### src/rtl/timer_prog_if.sv
// Control/status bundle for timer_prog.
// The optional irq/irq_clear pair exists only when TIMER_PROG_IRQ_EN is defined.
interface timer_prog_if #(
  parameter int unsigned BITS     = 16,
  parameter int unsigned PRE_BITS = 8
);
  logic                enable;
  logic                start;
  logic                stop;
  logic                mode;
  logic [BITS-1:0]     final_value;
  logic [PRE_BITS-1:0] prescale;
  logic [BITS-1:0]     count;
  logic                busy;
  logic                done;
`ifdef TIMER_PROG_IRQ_EN
  logic                irq;
  logic                irq_clear;

  modport master (
    output enable, start, stop, mode, final_value, prescale, irq_clear,
    input  count, busy, done, irq
  );
  modport slave (
    input  enable, start, stop, mode, final_value, prescale, irq_clear,
    output count, busy, done, irq
  );
`else
  modport master (
    output enable, start, stop, mode, final_value, prescale,
    input  count, busy, done
  );
  modport slave (
    input  enable, start, stop, mode, final_value, prescale,
    output count, busy, done
  );
`endif
endinterface

### src/rtl/timer_prog.sv
// Programmable up-counting interval timer with prescaler, one-shot/periodic modes and
// start/stop control. Period = (final_value+1)*(prescale+1) enabled clk cycles.
// Optional sticky irq flag: define TIMER_PROG_IRQ_EN.
module timer_prog #(
  parameter int unsigned BITS     = 16,
  parameter int unsigned PRE_BITS = 8
) (
  input logic         clk,
  input logic         reset_n,
  timer_prog_if.slave bus
);

  localparam logic [0:0] StIdle = 1'b0;
  localparam logic [0:0] StRun  = 1'b1;

  logic [0:0]          state_q, state_d;
  logic [BITS-1:0]     count_q, count_d;
  logic [BITS-1:0]     final_q, final_d;
  logic [PRE_BITS-1:0] pre_cnt_q, pre_cnt_d;
  logic [PRE_BITS-1:0] pre_q, pre_d;
  logic                mode_q, mode_d;
  logic                done_q, done_d;
  logic                tick;
  logic                expiry;

  // Prescaler terminal and counter terminal; start/stop pre-empt any expiry this cycle.
  always_comb begin
    tick   = (state_q == StRun) && bus.enable && (pre_cnt_q == pre_q);
    expiry = tick && (count_q == final_q) && !bus.start && !bus.stop;
  end

  // Next-state: stop beats start, start beats counting.
  always_comb begin
    state_d   = state_q;
    count_d   = count_q;
    final_d   = final_q;
    pre_cnt_d = pre_cnt_q;
    pre_d     = pre_q;
    mode_d    = mode_q;
    done_d    = 1'b0;
    if (bus.stop) begin
      state_d = StIdle;
    end else if (bus.start) begin
      final_d   = bus.final_value;
      pre_d     = bus.prescale;
      mode_d    = bus.mode;
      count_d   = '0;
      pre_cnt_d = '0;
      state_d   = StRun;
    end else if ((state_q == StRun) && bus.enable) begin
      if (tick) begin
        pre_cnt_d = '0;
        if (count_q == final_q) begin
          count_d = '0;
          done_d  = 1'b1;
          if (!mode_q) begin
            state_d = StIdle;
          end
        end else begin
          count_d = count_q + BITS'(1);
        end
      end else begin
        pre_cnt_d = pre_cnt_q + PRE_BITS'(1);
      end
    end
  end

  // State and counter registers.
  always_ff @(posedge clk or negedge reset_n) begin
    if (!reset_n) begin
      state_q   <= StIdle;
      count_q   <= '0;
      final_q   <= '0;
      pre_cnt_q <= '0;
      pre_q     <= '0;
      mode_q    <= 1'b0;
      done_q    <= 1'b0;
    end else begin
      state_q   <= state_d;
      count_q   <= count_d;
      final_q   <= final_d;
      pre_cnt_q <= pre_cnt_d;
      pre_q     <= pre_d;
      mode_q    <= mode_d;
      done_q    <= done_d;
    end
  end

  assign bus.count = count_q;
  assign bus.busy  = (state_q == StRun);
  assign bus.done  = done_q;

`ifdef TIMER_PROG_IRQ_EN
  logic irq_q, irq_d;

  // Sticky flag: set on expiry, cleared by irq_clear; set wins on collision.
  always_comb begin
    irq_d = irq_q;
    if (bus.irq_clear) begin
      irq_d = 1'b0;
    end
    if (expiry) begin
      irq_d = 1'b1;
    end
  end

  // Interrupt flag register.
  always_ff @(posedge clk or negedge reset_n) begin
    if (!reset_n) begin
      irq_q <= 1'b0;
    end else begin
      irq_q <= irq_d;
    end
  end

  assign bus.irq = irq_q;
`endif

endmodule

### src/flat_wrapper.sv
// flat-port wrapper written by rule: the top's interface ports become plain ports
module timer_prog_flat 
#(
  parameter int unsigned BITS     = 16,
  parameter int unsigned PRE_BITS = 8
)
  (clk, reset_n, bus_enable, bus_start, bus_stop, bus_mode, bus_final_value, bus_prescale, bus_count, bus_busy, bus_done);
  timer_prog_if #(.BITS(BITS), .PRE_BITS(PRE_BITS)) bus_i ();
  input logic clk;
  input logic reset_n;
  input wire logic [$bits(bus_i.enable)-1:0] bus_enable;
  input wire logic [$bits(bus_i.start)-1:0] bus_start;
  input wire logic [$bits(bus_i.stop)-1:0] bus_stop;
  input wire logic [$bits(bus_i.mode)-1:0] bus_mode;
  input wire logic [$bits(bus_i.final_value)-1:0] bus_final_value;
  input wire logic [$bits(bus_i.prescale)-1:0] bus_prescale;
  output wire logic [$bits(bus_i.count)-1:0] bus_count;
  output wire logic [$bits(bus_i.busy)-1:0] bus_busy;
  output wire logic [$bits(bus_i.done)-1:0] bus_done;
  assign bus_i.enable = bus_enable;
  assign bus_i.start = bus_start;
  assign bus_i.stop = bus_stop;
  assign bus_i.mode = bus_mode;
  assign bus_i.final_value = bus_final_value;
  assign bus_i.prescale = bus_prescale;
  assign bus_count = bus_i.count;
  assign bus_busy = bus_i.busy;
  assign bus_done = bus_i.done;
  timer_prog #(.BITS(BITS), .PRE_BITS(PRE_BITS)) u_core (.clk(clk), .reset_n(reset_n), .bus(bus_i));
endmodule
### config.mk
export PLATFORM = sky130hd
export DESIGN_NAME = timer_prog_flat
export DESIGN_NICKNAME = d
export VERILOG_FILES = /design/src/rtl/timer_prog_if.sv /design/src/rtl/timer_prog.sv /design/src/flat_wrapper.sv
export SDC_FILE = /design/constraint.sdc
export NUM_CORES = 1
export LEC_CHECK = 0
export CORE_MARGIN = 5
export CORE_UTILIZATION = 42
export CTS_BUF_LIST = sky130_fd_sc_hd__clkbuf_8
export DETAILED_ROUTE_END_ITERATION = 10
export PLACE_DENSITY = 0.66
export SLEW_MARGIN = 10
export SYNTH_ARGS = -nofsm -noshare
export SYNTH_HDL_FRONTEND = slang
export SYNTH_SLANG_ARGS = --single-unit
### constraint.sdc
create_clock -name clk -period 1.9 [get_ports clk]
set_input_delay 0.38 -clock clk [delete_from_list [all_inputs] [get_ports clk]]
set_output_delay 0.38 -clock clk [all_outputs]
set_load 0.02 [all_outputs]
Word-level counts from Yosys, hierarchy flattened
Cells that the tools add are included.
{"block": "word_totals", "regBits": 51, "in_bits": 30, "output_inout_bits": 18, "elab_cells": 42}
{"block": "classes", "n_addsub": 2, "eq_ne": 3, "mux": 18, "n_bitwise": 1, "n_reduce_logical": 11}
{"op": "2-to-1 mux 16 bit", "n": 4}
{"op": "2-to-1 mux 8 bit", "n": 3}
{"op": "adder 16 x 1 -> 16 bit, second input constant", "n": 1}
{"op": "== test 16 bit", "n": 1}
{"op": "2-to-1 mux 1 bit", "n": 11}
{"op": "nonzero test 3 bit", "n": 3}
{"op": "adder 8 x 1 -> 8 bit, second input constant", "n": 1}
{"op": "== test 8 bit", "n": 1}
{"op": "AND reduction 2 bit", "n": 2}
{"op": "AND reduction 4 bit", "n": 1}
{"op": "nonzero test 2 bit", "n": 2}
{"op": "inequality test 3 bit, second input constant", "n": 1}
{"op": "AND reduction 3 bit", "n": 1}
{"op": "logical AND 1 bit", "n": 2}
{"op": "inverter 1 bit", "n": 1}

Longest topological paths before layout
{"block": "logic_depth", "ltp_word": 6, "ltp_mapped": 7, "depth_no_buf": 6}

Worst setup path before layout
Ideal clock, no wire load.
{"block": "synth_path", "path_type": "flip-flop to flip-flop", "startpoint": "register u_core.count_q[0] (netlist: u_core.bus.count[0])", "endpoint": "register u_core.count_q[12] (netlist: u_core.bus.count[12])", "arrival_time_ns": 1.744, "t_required_ns": 1.763, "slack_ns": 0.019, "stages_incl_launch_ff": 8, "path_buffers": 1, "period_less_slack_ns": 1.881, "cell_sequence": "dfrtp_1 -> ha_1 -> nand3_1 -> or3_1 -> clkbuf_1 -> o21a_1 -> a22oi_1 -> o41ai_1"}
{"block": "synth_between", "elab_chain_len": 5, "word_cells_on_any_way": 6, "cone_classes": "1 x add/sub; 1 x eq/ne; 4 x mux"}
{"element": "start: declaration", "line_no": "timer_prog.sv:17", "source": "logic [BITS-1:0] count_q, count_d;"}
{"element": "start signal: assignment", "line_no": "timer_prog.sv:80", "source": "count_q <= count_d;"}
{"element": "adder 16 x 1 -> 16 bit or == test 16 bit (tied branches)"}
{"element": "2-to-1 mux 16 bit (*)", "line_no": "timer_prog.sv:53", "source": "if (count_q == final_q) begin"}
{"element": "2-to-1 mux 16 bit (*)", "line_no": "timer_prog.sv:51", "source": "if (tick) begin"}
{"element": "2-to-1 mux 16 bit (*)", "line_no": "timer_prog.sv:50", "source": "end else if ((state_q == StRun) && bus.enable) begin"}
{"element": "2-to-1 mux 16 bit (*)", "line_no": "timer_prog.sv:43", "source": "end else if (bus.start) begin"}
Mark *: on every way between the ends. The rest lies on a longest branch, timed or not. The select of a mux whose other input is x is not followed.
A chain may end at the register's enable or synchronous reset.

Worst setup path after layout
{"block": "layout_path", "startpoint": "register u_core.count_q[12] (netlist: u_core.bus.count[12])", "endpoint": "output bus_count[12]"}
{"element": "end: declaration", "line_no": "flat_wrapper.sv:17", "source": "output wire logic [$bits(bus_i.count)-1:0] bus_count;"}
No word-level cell between the ends.

==> results.txt <==
----------------------------------------------------
[Outcome]
  Status ... completed

[Finish]
  Filler cells ... 524
  Layout cell share with drive strength beyond 1 ... a little under a third
  Antenna diode instance count ... 0
  Share of the core filled with cells in the final layout ... 59.7%
  Area growth from synthesis to layout ... 41.0%
  Fin nets ... 365
  Sequential cell area in the final layout ... 1280 µm²
  Area of the multi-input gates ... between 1000 and 1500 µm²

[Setup path]
  Critical Path Source Type ... register
  Highest cell delay on the worst timing path ... 0.61 ns
  Critical path endpoint category ... primary output
  Standard cell with the maximum stage delay on the critical path ... sky130_fd_sc_hd__clkdlybuf4s50_1
  Cell chain of the critical path ... buf_4 > clkdlybuf4s50_1
  Classification of the worst setup path ... register to primary output
  CP top delay family ... buffers and inverters
  Data arrival time of the critical path ... 1.45 ns
  Number of buffer and inverter instances along the worst setup path ... 2
  Crit Path Max Fanout ... 6
  CP Data Required Time ... 1.52 ns
  FF-to-FF setup slack ... 0.11 ns

[Die]
  Total Die Area ... 7980 µm²
  Placeable core area ... 6240 µm²
  Die Span X ... slightly below 90 µm
  I/O pin total ... 48
  Die span in y ... 89.3 µm
  Starting Density ... 42.3%
  Placement Rows ... 29

[Global routing]
  Overall overflow remaining after global route ... 0
  Via count of the first global-routing pass ... 2103
  Maximum number of pins on one net before global-route repair ... 36
  First-pass GRT wire length ... 10400 µm
  Combined global-route utilization of all metal layers ... 17.0%
  Number of antenna violations at the first check in global routing ... 0

[Place]
  Number of I/O port buffers ... between 40 and 50
  Final GP Congestion ... 0.895
  Dpl hpwl ... about 4800 µm

[Detailed routing]
  Per-cell routed wire length ... 15.2 µm
  Antenna Nets Post-Route ... 0
  Total via count after detailed routing ... 2128
  Total Wirelength ... 6270 µm
  Number of DRC violations after detailed routing ... 0
  Length of the first detailed-routing pass in iterations ... 4
  Routed vias/inst ... roughly 5.2
  1st-iter DRT viols ... 87

[Logic synthesis]
  Average cell area after synthesis ... 11.2 µm²
  Number of distinct standard cells referenced by the synthesized netlist ... 41
  #FFs+latches synth ... between 50 and 60
  Area share of the largest cell type after synthesis ... 48.3%
  Post-Syn Area ... 2640 µm²
  Library cell occupying the most area in the post-synthesis netlist ... sky130_fd_sc_hd__dfrtp_1
  Total of warnings raised by yosys ... 0
  Seq/Total Area, Yosys ... 48.3%
  Mapped Cells ... 236
  Post-Synthesis Net Count ... 268
  Cell types with the largest area share after synthesis ... sky130_fd_sc_hd__dfrtp_1 48%, sky130_fd_sc_hd__mux2_2 11%, sky130_fd_sc_hd__xor2_1 8.9%

[Run]
  Max-capacitance violation count ... 0

[STA]
  Max-Slew Margin vs Limit ... between 60% and 70%
  F_max ... 0.546 GHz
  Number of slew-limit violations in the final report ... 0
  Fin Clk Skew ... 0.0110 ns
  Final worst path period need ... 1.83 ns
  Number of endpoints with negative hold slack in the final report ... 0
  Period Utilization, post-route ... 96.4%
  RSZ-0062 raised after global routing ... yes
  Slew of the pin with the lowest slew margin ... 0.474 ns
  Final Setup Violations ... 0

[Clock tree]
  Root buf cell ... sky130_fd_sc_hd__clkbuf_8
  Clock latency of the later-clocked register in the worst-skew pair ... 0.31 ns
  H-tree level count ... 2
  TritonCTS clock tree ... done
  Clock transition at the registers of the reported paths ... 0.10 ns
  Sink count of the clock tree ... 51
  Clock Tree Buf Depth ... 2
  Number of buffers inserted during clock tree synthesis ... 5

[Min path]
  Classification of the worst-slack hold path ... register to register

[Power]
  Total power draw ... 2.43 mW
  Power Dens Cells ... 652 nW/µm²
  Peak supply drop ... about 0.35 mV
  Cell leakage power ... 1.75 nW

----------------------------------------------------
final cells by class:
| type | count | area share [%] |
|---|---|---|
| Multi-Input combinational cell | 167 | 35.0 |
| Clock buffer | 5 | 1.85 |
| Tap cell | 77 | 2.59 |
| Inverter | 8 | 0.806 |
| Sequential cell | 51 | 34.3 |
| Timing Repair Buffer | 100 | 24.2 |
| Clock inverter | 3 | 1.24 |
power breakdown:
group	switching [mW]	total [mW]	internal [mW]	leakage [nW]
Clock	0.375	0.772	0.397	0.0548
Sequential	0.0650	1.24	1.17	0.652
Combinational	0.185	0.419	0.234	1.05
routing by layer:
layer	wire length [µm]	up-vias	global-route usage, %	part of all wire (%)
met2	3010	64	27.3	48
met3	393	8	3.78	6.3
met5	0	-	0	0
met4	102	0	5.41	1.6
li1	-	1045	-	-
met1	2770	1011	22.9	44
synth_stat cells (all sizes together):
master  count
mux2i       2
or3         1
xnor2       3
xor2       27
ha          2
o21a        2
nor4        7
inv         8
nor3b       1
o22ai       2
nand3      13
buf         8
a41oi       1
nor3        4
dfrtp      51
nor2b       1
nand2      15
o21ai       5
a22oi       2
a31oi      14
nor2       10
nand2b      1
nand4       5
mux2       25
nor4b       1
and3        5
o41ai       3
clkbuf      2
a211oi      1
nand3b      1
a21oi      10
or2b        3
path summary, 6_finish.rpt:
kind | from | to | cells past startpoint
max in group asynchronous | reset_n | u_core.pre_cnt_q[3] | 3
worst min-delay path | u_core.pre_cnt_q[0] | u_core.pre_cnt_q[0] | 1
worst max-delay path | u_core.bus.count[12] | bus_count[12] | 2
worst max register to register | u_core.bus.count[0] | u_core.bus.count[12] | 7
min in group asynchronous | reset_n | u_core.bus.busy | 2
worst min register to register | u_core.pre_cnt_q[0] | u_core.pre_cnt_q[0] | 1
layout by cell type, fill, tap and decap left out, types with 2 or more instances in the layout:
master                            count
sky130_fd_sc_hd__nor3_1               4
sky130_fd_sc_hd__dfrtp_1             50
sky130_fd_sc_hd__dlymetal6s2s_1       5
sky130_fd_sc_hd__o22ai_1              2
sky130_fd_sc_hd__or2b_1               3
sky130_fd_sc_hd__a31oi_1             14
sky130_fd_sc_hd__xnor2_1              3
sky130_fd_sc_hd__mux2_2              25
sky130_fd_sc_hd__nor2_1               9
sky130_fd_sc_hd__clkbuf_8             5
sky130_fd_sc_hd__ha_1                 2
sky130_fd_sc_hd__nand3_1             13
sky130_fd_sc_hd__mux2i_1              2
sky130_fd_sc_hd__clkdlybuf4s50_1     41
sky130_fd_sc_hd__o21ai_0              5
sky130_fd_sc_hd__and3_1               4
sky130_fd_sc_hd__nand4_1              4
sky130_fd_sc_hd__nor4_4               2
sky130_fd_sc_hd__o21a_1               2
sky130_fd_sc_hd__buf_4               50
sky130_fd_sc_hd__inv_1                8
sky130_fd_sc_hd__o41ai_2              2
sky130_fd_sc_hd__nand2_1             14
sky130_fd_sc_hd__buf_12               2
sky130_fd_sc_hd__a21oi_1              9
sky130_fd_sc_hd__nor4_2               4
sky130_fd_sc_hd__xor2_1              27
cells by family after synthesis:
family                   count (synthesis)  share of synthesized area (%)
flip-flops                              51                           48.3
AO/OA/AOI/OAI                           40                           10.1
multiplexers                            27                           11.4
XOR/XNOR                                30                           9.94
adder cells (fa/ha/maj)                  2                          0.947
AND/OR/NAND/NOR                         68                           15.7
buffers and inverters                   18                           3.60
flip-flops by register name (all words and copies together), names as in the netlist:
name / count
u_core.bus.count: 16
u_core.bus.busy: 1
u_core.final_q: 16
u_core.bus.done: 1
u_core.pre_cnt_q: 8
u_core.pre_q: 8
u_core.mode_q: 1
worst reg2reg max path, stage by stage, from the launching register on:
cell                      delay, ns
sky130_fd_sc_hd__dfrtp_1       0.36
sky130_fd_sc_hd__buf_4         0.14
sky130_fd_sc_hd__ha_1          0.17
sky130_fd_sc_hd__nand3_1       0.14
sky130_fd_sc_hd__or3_4         0.45
sky130_fd_sc_hd__o21a_1        0.19
sky130_fd_sc_hd__a22oi_2       0.13
sky130_fd_sc_hd__o41ai_2       0.10
per-stage QoR:
stage | setup slack, ns | cells | hold WS (ns) | cell area, µm² | TNS (ns)
after CTS | 0.0165 | 407 | 0.536 | 3660 | 0
final | 0.0691 | 411 | 0.521 | 3730 | 0
after floorplan | 0.0190 | 236 | 0.0844 | 2640 | 0
after global routing | -0.0144 | 411 | 0.546 | 3730 | -0.0144
after global placement | -0.0657 | 396 | 0.336 | 3510 | -0.714
after detailed placement | -0.193 | 396 | 0.340 | 3510 | -2.42
timing repair:
action,in CTS,in global routing
pin swaps,1,5
gates resized for setup,1,10
setup buffers,2,4
hold buffers,1,0
hold endpoints to repair,8,0
endpoints found under the setup margin,1,11
Power figures use the tool's default switching activity.
==> edit, RTL diff (config.mk and constraints unchanged) <==
`BITS` is set to 16 in 3 places; all go to 32.
--- a/src/rtl/timer_prog_if.sv
+++ b/src/rtl/timer_prog_if.sv
@@ -2,5 +2,5 @@
 // The optional irq/irq_clear pair exists only when TIMER_PROG_IRQ_EN is defined.
 interface timer_prog_if #(
-  parameter int unsigned BITS     = 16,
+  parameter int unsigned BITS     = 32,
   parameter int unsigned PRE_BITS = 8
 );
--- a/src/rtl/timer_prog.sv
+++ b/src/rtl/timer_prog.sv
@@ -3,5 +3,5 @@
 // Optional sticky irq flag: define TIMER_PROG_IRQ_EN.
 module timer_prog #(
-  parameter int unsigned BITS     = 16,
+  parameter int unsigned BITS     = 32,
   parameter int unsigned PRE_BITS = 8
 ) (
--- a/src/flat_wrapper.sv
+++ b/src/flat_wrapper.sv
@@ -2,5 +2,5 @@
 module timer_prog_flat 
 #(
-  parameter int unsigned BITS     = 16,
+  parameter int unsigned BITS     = 32,
   parameter int unsigned PRE_BITS = 8
 )
Ports: changed (resized bus_count and bus_final_value); port bits go from 48 to 80. The function was not compared with the original's and may differ.
==> edit against the original RTL <==
The flow now finishes with violations (negative setup slack); sequential cell count up 32; total power up 65%; utilization up 3.8 points; non-clock buffer count up 83; area after synthesis up 67%; design area up 75%; global-route usage up 3.0 points; first-iteration DRC count rose to 2.5 times the old value; worst setup slack worse by 0.16 ns; clock power up 84%; hold slack worse by 0.065 ns; wire length up 100%; fmax down 7.9%; largest cell class unchanged.
==> edit: results <==
export IMPL_gp_congestion=0.880
export IMPL_htreeDepth=3
export IMPL_power_frac_seq=0.501
export IMPL_synth_area_leaders="dfrtp_1, mux2_2, xnor2_1"
export IMPL_ys_warn_count=0
export IMPL_critical_path_endpoint="u_core.bus.count[22]"
export IMPL_clkLatencyLatePin_ns=0.36
export IMPL_hold_buffers=1
export IMPL_synth_cells=434
export IMPL_ys_seq_area_frac=0.470
export IMPL_nets=652
export IMPL_port_buffers=79
export IMPL_grt_pass1_wl_um=20300
export IMPL_post_place_ws_ns=-0.355
export IMPL_setup_viol=11
export IMPL_antenna_found_initial=0
export IMPL_yosysUniqueCellTypes=45
export IMPL_place_inst=715
export IMPL_nFillCells=877
export IMPL_final_setup_tns_ns=-0.384
export IMPL_grt_pass1_vias=4053
export IMPL_antenna_cells=0
export IMPL_r2r_start="u_core.bus.count[23]"
export IMPL_tightest_slew_ns=0.341
export IMPL_skew_ns=0.0126
export IMPL_power_density_mw_per_mm2=612
export IMPL_cts_repair_resized=37
export IMPL_cts_made_buffers=9
export IMPL_status="complete, but fails checks"
export IMPL_hp_class="primary input to async pin"
export IMPL_met3_usage=0.0323
export IMPL_whs_ns=0.456
export IMPL_grt_use_total=0.201
export IMPL_clock_path_buffers=2
export IMPL_hpwlAfterDp_um=9450
export IMPL_dr_pass1_iters=5
export IMPL_gr_usage_met1=0.273
export IMPL_synth_top_area_cell="dfrtp_1"
export IMPL_layout_drive_gt1_share=0.347
export IMPL_final_area_mm2=0.00653
export IMPL_r2r_cells=8
export IMPL_synth_common_cells="dfrtp_1, nand2_1, mux2_2, xnor2_1, nand3_1"
export IMPL_syn_num_nets=482
export IMPL_cts_root_buffer="clkbuf_8"
export IMPL_use_met2=0.324
export IMPL_wl_per_cell_um=17.2
export IMPL_p_comb_uw=573
export IMPL_startpoint_type="flop"
export IMPL_post_dp_cell_area_mm2=0.00600
export IMPL_path_clk_slew_ns=0.09
export IMPL_cts_setup_buffers=6
export IMPL_switching_share=0.245
export IMPL_violations="negative setup slack"
export IMPL_fin_ws_ns=-0.0889
export IMPL_stdcell_count=744
export IMPL_drt_iter0_drc=218
export IMPL_worstPathArrival_ns=2.23
export IMPL_p_leak_uw=0.00311
export IMPL_avgViaCountPerCell=5.36
export IMPL_vdd_drop_max_uv=423
==> edit: routing by layer <==
layer / wire, um / share of wire
met5: 0 / 0
met3: 800 / 0.062
met4: 238 / 0.019
met1: 5650 / 0.44
met2: 6140 / 0.48
==> edit: cell families after synthesis <==
family | after synthesis | synth area share
xor+xnor | 47 | 0.0931
simple gates | 172 | 0.210
mux | 41 | 0.104
buf+inv | 37 | 0.0411
fa+ha+maj | 2 | 0.00566
compound gates | 52 | 0.0759
flops | 83 | 0.470
==> edit: worst max-delay path, cell delays in order, from the launching register on <==
cell     delay [ns]
dfrtp_1        0.40
xnor2_1        0.17
buf_4          0.14
nand4_1        0.11
nor4_2         0.28
buf_4          0.21
a21oi_4        0.10
nor3b_2        0.16
a211o_1        0.29
==> edit: final cells by class <==
class / instances / area share
flip-flops and latches: 83 / 0.320
multi-input cells: 316 / 0.361
clock buffers: 10 / 0.0211
well taps: 136 / 0.0261
inverters: 11 / 0.00632
clock inverters: 5 / 0.0119
repair buffers: 183 / 0.254
